$ cat config.mk
export PLATFORM = sky130hd
export DESIGN_NAME = uart_tx_scheduler
export DESIGN_NICKNAME = d
export VERILOG_FILES = /design/src/rtl/uart_tx_scheduler.sv
export SDC_FILE = /design/constraint.sdc
export NUM_CORES = 1
export LEC_CHECK = 0
export CAP_MARGIN = 40
export CORE_MARGIN = 3
export CORE_UTILIZATION = 47
export CTS_CLUSTER_DIAMETER = 60
export CTS_CLUSTER_SIZE = 20
export DETAILED_ROUTE_END_ITERATION = 8
export PLACE_DENSITY_LB_ADDON = 0.12
export SLEW_MARGIN = 5
export SYNTH_ARGS = -nofsm -noshare
export SYNTH_HDL_FRONTEND = slang
export SYNTH_SLANG_ARGS = --single-unit
$ cat constraint.sdc
create_clock -name clk -period 2.09 [get_ports clk]
set_input_delay 0.418 -clock clk [delete_from_list [all_inputs] [get_ports clk]]
set_output_delay 0.418 -clock clk [all_outputs]
set_load 0.03 [all_outputs]
$ cat src/rtl/uart_tx_scheduler.sv
// Round-robin packet scheduler sharing one UART transmit path among NREQ byte-stream requesters.
// Each byte goes load -> start pulse -> wait for done; a watchdog and an inter-packet gap bound every packet.
module uart_tx_scheduler #(
  parameter int NREQ       = 4,
  parameter int GAP_CYCLES = 16,
  parameter int TIMEOUT    = 65535,
  parameter int IDW        = $clog2(NREQ)
) (
  input  logic              clk,
  input  logic              rst,
  input  logic [NREQ-1:0]   req_valid,
  input  logic [8*NREQ-1:0] req_data,
  input  logic [NREQ-1:0]   req_last,
  output logic [NREQ-1:0]   req_ready,
  output logic              tx_start,
  output logic [7:0]        tx_data,
  input  logic              tx_done,
  output logic [IDW-1:0]    grant_id,
  output logic              busy,
  output logic              timeout_err
);

  localparam int          TW       = $clog2(TIMEOUT);
  localparam int          GW       = (GAP_CYCLES > 1) ? $clog2(GAP_CYCLES) : 1;
  localparam int unsigned NR       = NREQ;
  localparam logic [TW-1:0]  TMAX     = TW'(TIMEOUT - 1);
  localparam logic [GW-1:0]  GAP_LAST = GW'((GAP_CYCLES > 0) ? GAP_CYCLES - 1 : 0);
  localparam logic [IDW-1:0] PTR_RST  = IDW'(NREQ - 1);

  typedef enum logic [2:0] {
    S_IDLE,
    S_LOAD,
    S_START,
    S_WAIT,
    S_GAP
  } state_e;

  localparam state_e END_ST = (GAP_CYCLES == 0) ? S_IDLE : S_GAP;

  state_e         state_q, state_d;
  logic [IDW-1:0] grant_q, grant_d;
  logic [IDW-1:0] ptr_q, ptr_d;
  logic [7:0]     data_q, data_d;
  logic           last_q, last_d;
  logic [TW-1:0]  timer_q, timer_d;
  logic [GW-1:0]  gap_q, gap_d;

  logic           arb_found;
  logic [IDW-1:0] arb_idx;
  int unsigned    arb_cand;

  logic           sel_valid;
  logic           sel_last;
  logic [7:0]     sel_data;

  assign sel_valid = req_valid[grant_q];
  assign sel_last  = req_last[grant_q];
  assign sel_data  = req_data[{grant_q, 3'b000} +: 8];

  // Search ptr+1, ptr+2, ... with wrap; ptr < NREQ so one subtraction suffices.
  always_comb begin
    arb_found = 1'b0;
    arb_idx   = '0;
    arb_cand  = 0;
    for (int unsigned k = 1; k <= NR; k++) begin
      arb_cand = k + 32'(ptr_q);
      if (arb_cand >= NR) arb_cand = arb_cand - NR;
      if (!arb_found && req_valid[arb_cand[IDW-1:0]]) begin
        arb_found = 1'b1;
        arb_idx   = arb_cand[IDW-1:0];
      end
    end
  end

  always_comb begin
    req_ready = '0;
    if (state_q == S_LOAD) req_ready[grant_q] = 1'b1;
  end

  always_comb begin
    state_d     = state_q;
    grant_d     = grant_q;
    ptr_d       = ptr_q;
    data_d      = data_q;
    last_d      = last_q;
    timer_d     = '0;
    gap_d       = '0;
    tx_start    = 1'b0;
    timeout_err = 1'b0;
    case (state_q)
      S_IDLE: begin
        if (arb_found) begin
          grant_d = arb_idx;
          state_d = S_LOAD;
        end
      end
      S_LOAD: begin
        if (sel_valid) begin
          data_d  = sel_data;
          last_d  = sel_last;
          state_d = S_START;
        end else if (timer_q == TMAX) begin
          timeout_err = 1'b1;
          ptr_d       = grant_q;
          state_d     = END_ST;
        end else begin
          timer_d = timer_q + 1'b1;
        end
      end
      S_START: begin
        tx_start = 1'b1;
        state_d  = S_WAIT;
      end
      S_WAIT: begin
        // A done on the expiry cycle completes the byte normally.
        if (tx_done) begin
          if (last_q) begin
            ptr_d   = grant_q;
            state_d = END_ST;
          end else begin
            state_d = S_LOAD;
          end
        end else if (timer_q == TMAX) begin
          timeout_err = 1'b1;
          ptr_d       = grant_q;
          state_d     = END_ST;
        end else begin
          timer_d = timer_q + 1'b1;
        end
      end
      S_GAP: begin
        if (gap_q == GAP_LAST) state_d = S_IDLE;
        else                   gap_d   = gap_q + 1'b1;
      end
      default: state_d = S_IDLE;
    endcase
  end

  always_ff @(posedge clk) begin
    if (rst) begin
      state_q <= S_IDLE;
      grant_q <= '0;
      ptr_q   <= PTR_RST;
      data_q  <= '0;
      last_q  <= 1'b0;
      timer_q <= '0;
      gap_q   <= '0;
    end else begin
      state_q <= state_d;
      grant_q <= grant_d;
      ptr_q   <= ptr_d;
      data_q  <= data_d;
      last_q  <= last_d;
      timer_q <= timer_d;
      gap_q   <= gap_d;
    end
  end

  assign tx_data  = data_q;
  assign grant_id = grant_q;
  assign busy     = (state_q != S_IDLE);

endmodule

# --- Yosys cells after proc, flatten, opt, wreduce, memory -nomap -nowiden ---
# Index checks and enable logic that the tools add are counted.
classes:
  reduce_logical: 15
  eq_ne: 10
  shifts: 1
  n_mux: 48
  bitwise: 1
  magnitude_cmp: 10
  n_addsub: 10
op_table:
  columns: ["operator", "n"]
  rows:
  - ["16-bit 2-to-1 mux", 3]
  - ["16-bit one-hot mux with 2 select lines", 1]
  - ["32-bit by 6-bit indexed part select with 8-bit output", 1]
  - ["2-bit 2-to-1 mux", 12]
  - ["3-bit 2-to-1 mux", 6]
  - ["16-bit by 1-bit adder with 16-bit output (second input constant)", 1]
  - ["16-bit == test (second input constant)", 1]
  - ["2-bit by 3-bit < comparator with 1-bit output (second input constant)", 5]
  - ["1-bit 2-to-1 mux", 15]
  - ["3-bit one-hot mux with 5 select lines", 1]
  - ["1-bit binary-select mux with 2-bit select", 6]
  - ["3-bit greater-or-equal comparator (second input constant)", 3]
  - ["2-bit by 1-bit subtractor with 2-bit output (second input constant)", 4]
  - ["2-bit by 2-bit adder with 3-bit output (first input constant)", 2]
  - ["3-bit by 2-bit == test with 1-bit output (second input constant)", 2]
  - ["2-bit != test (second input constant)", 3]
  - ["2-bit AND reduction", 3]
  - ["3-bit by 2-bit adder with 4-bit output (first input constant)", 1]
  - ["4-bit by 1-bit adder with 4-bit output (second input constant)", 1]
  - ["4-bit == test (second input constant)", 1]
  - ["4-bit by 3-bit greater-or-equal comparator with 1-bit output (second input constant)", 1]
  - ["1-bit logical AND", 4]
  - ["4-bit 2-to-1 mux", 1]
  - ["2-bit one-hot mux with 2 select lines", 1]
  - ["14 further kinds", 16]
totals:
  output_inout_bits: 17
  ff_bits: 36

# --- Logic depth before layout (Yosys ltp) ---
# Gate-level depths: netlist (run 1).
depth:
  ltp_word: 17
  ltp_mapped: 7
  ltp_nobuf: 6

# --- Worst setup path after synthesis (run 1) ---
# No wires, ideal clock.
synth_path:
  path_type: "register to output"
  from: "register grant_q[0] (netlist: grant_id[0])"
  to: "output port req_ready[1]"
  n_path_buf: 2
  t_required_ps: 1672
  path_stages_with_launch: 5
  path_slack_ps: -61
  t_arrival_ps: 1733
  cell_sequence: "dfxtp_1 -> buf_6 -> buf_2 -> inv_1 -> nor3_1"
synth_between:
  elab_chain_len: 5
synth_rtl:
  columns: ["item", "line", "source"]
  rows:
  - ["start, declared", "41", "logic [IDW-1:0] grant_q, grant_d;"]
  - ["start signal, assigned", "150", "grant_q <= grant_d;"]
  - ["2-bit by 3-bit < comparator with 1-bit output (implied by the code) or 2-bit by 1-bit greater-or-equal comparator with 1-bit output (tied branches)", "77", "if (state_q == S_LOAD) req_ready[grant_q] = 1'b1;"]
  - ["1-bit logical AND (implied by the code)", "77", null]
  - ["1-bit 2-to-1 mux (implied by the code)", "77", null]
  - ["1-bit demux with 2-bit select (*)", "77", null]
  - ["4-bit 2-to-1 mux (*)", "77", null]
  - ["end, declared", "14", "output logic [NREQ-1:0] req_ready,"]
# Mark *: on every way between the ends. The rest lies on a longest branch, timed or not.

# --- Worst setup path in the final report (run 1) ---
layout_path:
  from: "register timer_q[9]"
  to: "output port timeout_err"
layout_between:
  elab_chain_len: 4
layout_rtl:
  columns: ["item", "line", "source"]
  rows:
  - ["start, declared", "45", "logic [TW-1:0] timer_q, timer_d;"]
  - ["start signal, assigned", "154", "timer_q <= timer_d;"]
  - ["16-bit == test (*)", "102, 123", null]
  - ["1-bit 2-to-1 mux (*)", "102, 123", null]
  - ["1-bit 2-to-1 mux, on equally long branches", "116, 98", null]
  - ["1-bit one-hot mux with 2 select lines (*)", "90", "case (state_q)"]
  - ["end, declared", "20", "output logic timeout_err"]
# Marks and branches as above.

==> results of run 1 <==
==> logic make-up after synthesis <==
family	count (synthesis)	share of synthesized area
XOR/XNOR	13	0.0581
AO/OA/AOI/OAI	23	0.0811
multiplexers	24	0.186
buffers and inverters	17	0.0441
AND/OR/NAND/NOR	92	0.243
adder cells (fa/ha/maj)	3	0.0192
flip-flops	36	0.368
==> repair_timing <==
action                     in CTS  in global routing
setup endpoints to repair       4                  2
hold endpoints to repair        0                  0
pin swaps                       3                  2
buffers inserted                5                  0
resized for setup              15                  9
==> worst min-delay path by stage <==
stage | from | to | slack [ps] | cells after the start
finish | gap_q[0] | gap_q[0] | 450 | 1
global route | gap_q[0] | gap_q[0] | 470 | 1
CTS | gap_q[0] | gap_q[0] | 450 | 1
detailed placement | gap_q[0] | gap_q[0] | 440 | 1
global placement | gap_q[0] | gap_q[0] | 430 | 1
floorplan | gap_q[0] | gap_q[0] | 420 | 1
==> metrics by stage <==
stage,std cells,hold WS (ps)
5_1_grt,334,469
2_1_floorplan,208,417
3_5_place_dp,321,437
3_3_place_gp,321,432
6_report,334,448
4_1_cts,334,452
==> power groups by stage <==
stage	Clock [uW]	Combinational (uW)	Sequential, uW
after global placement	0	693	794
after floorplan	0	382	836
after detailed placement	0	701	793
after CTS	538	704	779
after global routing	556	758	785
final	520	701	778
==> cell usage after synthesis, types with 2 or more instances <==
library cell / n / area share
clkbuf_1: 4 / 0.0077
nor4_1: 2 / 0.0064
mux4_2: 10 / 0.11
nand2b_1: 3 / 0.0096
nor2_1: 38 / 0.073
nand3_1: 9 / 0.023
dfxtp_1: 36 / 0.37
o21ai_0: 3 / 0.0077
and3_1: 3 / 0.0096
and4_1: 3 / 0.013
nand4_1: 10 / 0.032
xor2_1: 11 / 0.049
xnor2_1: 2 / 0.0089
o31a_1: 2 / 0.0089
nand2_1: 9 / 0.017
inv_1: 6 / 0.011
mux2i_1: 14 / 0.072
buf_6: 2 / 0.011
a21oi_1: 8 / 0.020
or2_2: 2 / 0.0064
buf_2: 3 / 0.0077
ha_1: 3 / 0.019
or3_1: 4 / 0.013
nor3_1: 3 / 0.0077
==> area by class of cell <==
cell class,count,area (sq um),area share
Multi-Input combinational cell,155,1180,0.414
Timing Repair Buffer,81,763,0.267
Sequential cell,36,736,0.257
Clock buffer,7,86.3,0.0302
Tap cell,48,60.1,0.0210
Inverter,6,22.5,0.00787
Clock inverter,1,7.51,0.00262
==> state kept, by name, indices dropped and copies added (netlist names) <==
| signal | cells |
|---|---|
| state_q | 3 |
| last_q | 1 |
| ptr_q | 2 |
| grant_id | 2 |
| tx_data | 8 |
| gap_q | 4 |
| timer_q | 16 |
==> metal layers <==
metal	vias up	part of all wire	global-route usage	routed length (um)
met2	63	0.49	0.336	2480
met1	869	0.43	0.274	2170
met4	0	0.027	0.0919	135
met3	14	0.051	0.0426	256
met5	-	0	0	0
li1	909	-	-	-
==> worst max-delay path: cells and delay by family (launching register included) <==
family / cells / cell delay [ps]
buf+inv: 1 / 130
flops: 1 / 380
simple gates: 3 / 820
==> run metrics, run 1 <==
sw power=between 600 and 700 uW; YS warnings=0; Final Power=around 2000 uW; status=completed; htree depth=2; R2R setup slack=350 ps; Detail Route Antenna Nets=0; 1st-pass router iterations=4; Int Pwr=around 1400 uW; Setup crit start=timer_q[9]; most frequent cells in the layout=50 x clkdlybuf4s50_1, 37 x nor2_1, 26 x dfxtp_1; CP Data Arrival Time=~1600 ps; sequential power share=0.389; Fin Setup TNS=0 ps; die height=roughly 70 um; layout cells sized above 1=0.231; via count=between 1500 and 2000; syn_nets=about 250; final net count=roughly 330; hpwl dp=between 3000 and 4000 um; cts bufs inserted=5; CP Launch Type=flop; Post-synth EDFFs=0; Die X=70.6 um; Die Footprint=between 4000 and 5000 sq um; f_max=slightly below 0.5 GHz; total track usage=0.209; Initial Util=0.512; placed cell area=2680 sq um; CTS tree=done; Seq cells post-synth=36; RSZ-0062 raised after global routing=true; final weighted congestion in routability-driven placement=between 0.8 and 0.9; Net Sw Frac=0.316; Power Dens Cells=approximately 700 nW/um^2; Hold Path Class=reg -> reg; count of different cell masters after synthesis=between 40 and 50; clock slew at reported path FFs=70 ps; CP Cell Sequence=nand4_1 > or4_4 > nor2_4 > buf_6; post-route worst setup slack=approximately 56 ps; Slew @ Worst Pin=431 ps; crit path to=timeout_err; Core ar.=~3800 sq um; Hold Fails Final Rpt=0; Layout Utilization=0.748; critical path required time=1670 ps; largest net degree at the start of global routing=21; Reg2Reg Launch Point=timer_q[0]; worst reg2reg path endpoint=state_q[2]; max-slew violations=0; initial DRC count=roughly 160; ys async rst share=0; first-pass GRT wire length=roughly 8400 um; final wirelength=roughly 5000 um; row count=22; Critical Path Max Stage Delay=approximately 570 ps; Slew headroom=0.710; Setup crit end kind=primary output; slowest CP cell=or4_4; hold buffers post-CTS=0; number of max-cap violations=0; CTS sink count=36; antenna violations before repair=0; Clk Tree Root Cell=clkbuf_8; design area=2860 sq um; # DRC=0; Crit Path Max Fanout=5; final setup fails=0; Tcrit/Tclk final=0.973; worst setup path class=reg -> out; fill cell count=267; vias in the first global route=about 1800; Max IR drop VDD=around 0.43 mV; Via density=about 5.6; fin crit period=2030 ps; sequential fraction of the synthesis area=0.368; P_leak=roughly 0.0012 uW; Antenna Cells=0; Gate Count Post-Synth=around 210; Layout Skew=7.99 ps; Synth Cell Area=1960 sq um; Mean Syn Cell Area=between 9 and 10 sq um; FF-to-FF path depth=7; Avg WL per Cell=roughly 15 um; dominant synthesized flop cell=dfxtp_1; leading cell type in the layout, fill and taps excluded=clkdlybuf4s50_1; dpl ws=15.1 ps; clk_lat worst skew=a little under 300 ps; io pins=60; Longest Clk Path Bufs=2; GRT overflow=0; combinational share of power=0.350; Port Buf Inserts=59; area delta synth->final=46.0%; Clk pwr share=0.260
Note: power is estimated with default switching activity, not from simulation.
==> run 2: changes to the inputs <==
--- a/config.mk
+++ b/config.mk
@@ -11,6 +11,7 @@
 export CTS_CLUSTER_DIAMETER = 60
 export CTS_CLUSTER_SIZE = 20
 export DETAILED_ROUTE_END_ITERATION = 8
+export GPL_TIMING_DRIVEN = 0
 export PLACE_DENSITY_LB_ADDON = 0.12
 export SLEW_MARGIN = 5
 export SYNTH_ARGS = -nofsm -noshare
==> run 2 against run 1 <==
Worst hold slack worse by 2.2 ps. Largest power group unchanged. Critical path depth rose by 2. Final cell count is 2.7% lower. Critical path type unchanged. Critical endpoint unchanged. Sequential share of layout area is 0.60 points higher. Highest routed layer unchanged. Non-clock buffer count decreased by 8.
==> run metrics, run 2 (synthesized netlist as in run 1, its figures left out) <==
Port Buf Inserts=59 (unchanged); Crit Path Max Fanout=3 (-2); f_max=0.479 GHz (-2.6%); Core ar.=3830 sq um (unchanged); Slew @ Worst Pin=471 ps (+39.7 ps); CTS tree=done; fill cell count=312 (+17%); CTS sink count=36 (unchanged); vias in the first global route=1746 (-4.3%); FF-to-FF path depth=8 (+1); Final Power=1940 uW (-3.1%); clk_lat worst skew=280 ps (about the same); htree depth=2 (unchanged); GRT overflow=0 (unchanged); final setup fails=0 (unchanged); Hold Fails Final Rpt=0 (unchanged); total track usage=0.200 (-0.00943); Longest Clk Path Bufs=2 (unchanged); Detail Route Antenna Nets=0 (unchanged); clock slew at reported path FFs=80 ps (about the same); first-pass GRT wire length=8100 um (-3.4%); Initial Util=0.512 (unchanged); max reg flops=16 (unchanged); most frequent cells in the layout=48 x clkdlybuf4s50_1, 37 x nor2_1, 28 x dfxtp_1; Die Footprint=4980 sq um (unchanged); largest net degree at the start of global routing=12 (-43%); critical path required time=1670 ps (about the same); Slew headroom=0.686 (-0.0238); io pins=60 (unchanged); Register Area=731 sq um (-0.68%); row count=22 (unchanged); # DRC=0 (unchanged); Power Dens Cells=698 nW/um^2 (-0.18%); Via density=5.51 (-0.78%); final wirelength=4810 um (-4.6%); multi-input logic area=1180 sq um (-0.21%); Hold Path Class=reg -> reg; P_leak=0.00109 uW (-5.2%); final net count=323 (-2.4%); Tcrit/Tclk final=0.999 (+0.0262); number of max-cap violations=0 (unchanged); CP Data Arrival Time=1670 ps (+50 ps); die height=70.6 um (unchanged); RSZ-0062 raised after global routing=true; initial DRC count=77 (-52%); max-slew violations=0 (unchanged); most flop-heavy register=timer_q; fin crit period=2090 ps (+54.7 ps); layout cells sized above 1=0.184 (-0.0467); antenna violations before repair=0 (unchanged); status=completed; Layout Skew=6.84 ps (-1.15 ps); CP Launch Type=flop; Max IR drop VDD=0.483 mV (+11%); Die X=70.6 um (unchanged); leading cell type in the layout, fill and taps excluded=clkdlybuf4s50_1; Avg WL per Cell=14.8 um (-1.9%); Clk Tree Root Cell=clkbuf_8; via count=1791 (-3.5%); Hold Path Depth=1 (unchanged); dpl ws=-597 ps (-612 ps); Antenna Cells=0 (unchanged); cts bufs inserted=5 (unchanged); Setup crit end kind=primary output; worst setup path class=reg -> out; area delta synth->final=41.7%; hold buffers post-CTS=0 (unchanged); post-route worst setup slack=1.08 ps (-54.7 ps); final weighted congestion in routability-driven placement=0.814 (+1.6%); 1st-pass router iterations=4 (unchanged); hpwl dp=3640 um (-5.9%)
[run 2: final cells by class]
class / count / area share
sequential: 36 / 0.263
clock buffer: 5 / 0.0248
inverter: 6 / 0.00811
multi-input combinational: 155 / 0.426
clock inverter: 2 / 0.00451
buffer: 11 / 0.0288
timing repair buffer: 62 / 0.223
tap: 48 / 0.0216
[run 2: layer usage]
layer  GRT usage  part of all wire  vias up  wire (um)
met5           0                 0        -          0
met4      0.0480            0.0069        0         33
met3      0.0355             0.036        4        174
met2       0.348              0.53       41       2550
met1       0.259              0.43      862       2050
li1            -                 -      884          -
[run 2: power by group]
| group | total, uW | leakage (uW) | switching (uW) | internal, uW |
|---|---|---|---|---|
| registers | 773 | 0.000296 | 40.0 | 733 |
| logic | 692 | 0.000758 | 337 | 355 |
| clock network | 472 | 0.0000400 | 247 | 226 |
| total | 1940 | 0.00109 | 624 | 1310 |
[run 2: path summary, 6_finish.rpt]
kind | slack, ps | to | start
setup / recovery | 1 | timeout_err | timer_q[0]
hold reg to reg | 450 | gap_q[0] | gap_q[0]
setup reg to reg | 290 | state_q[0] | timer_q[0]
hold / removal | 450 | gap_q[0] | gap_q[0]
[run 2: through the flow]
| step | utilization | instances | TNS, ps | hold WS (ps) | area [sq um] |
|---|---|---|---|---|---|
| 2_1_floorplan | - | 208 | 0 | 417 | 1960 |
| 6_report | 0.726 | 325 | 0 | 446 | 2780 |
| 4_1_cts | 0.710 | 322 | -26.3 | 451 | 2720 |
| 3_3_place_gp | 0.683 | 315 | -1600 | 434 | 2620 |
| 5_1_grt | 0.726 | 325 | -54.3 | 486 | 2780 |
| 3_5_place_dp | 0.683 | 315 | -1940 | 441 | 2620 |
[run 2: worst max-delay path, cell delays in order, from the launching register on]
cell and delay (ps):
dfxtp_2 340, inv_2 60, ha_4 130, nand3_2 70
or4_4 550, nor2_4 100, buf_6 130
[run 2: what timing repair did]
item,CTS,global route
setup buffers,0,3
pin swaps,0,4
endpoints found under the setup margin,6,5
resized for setup,29,16
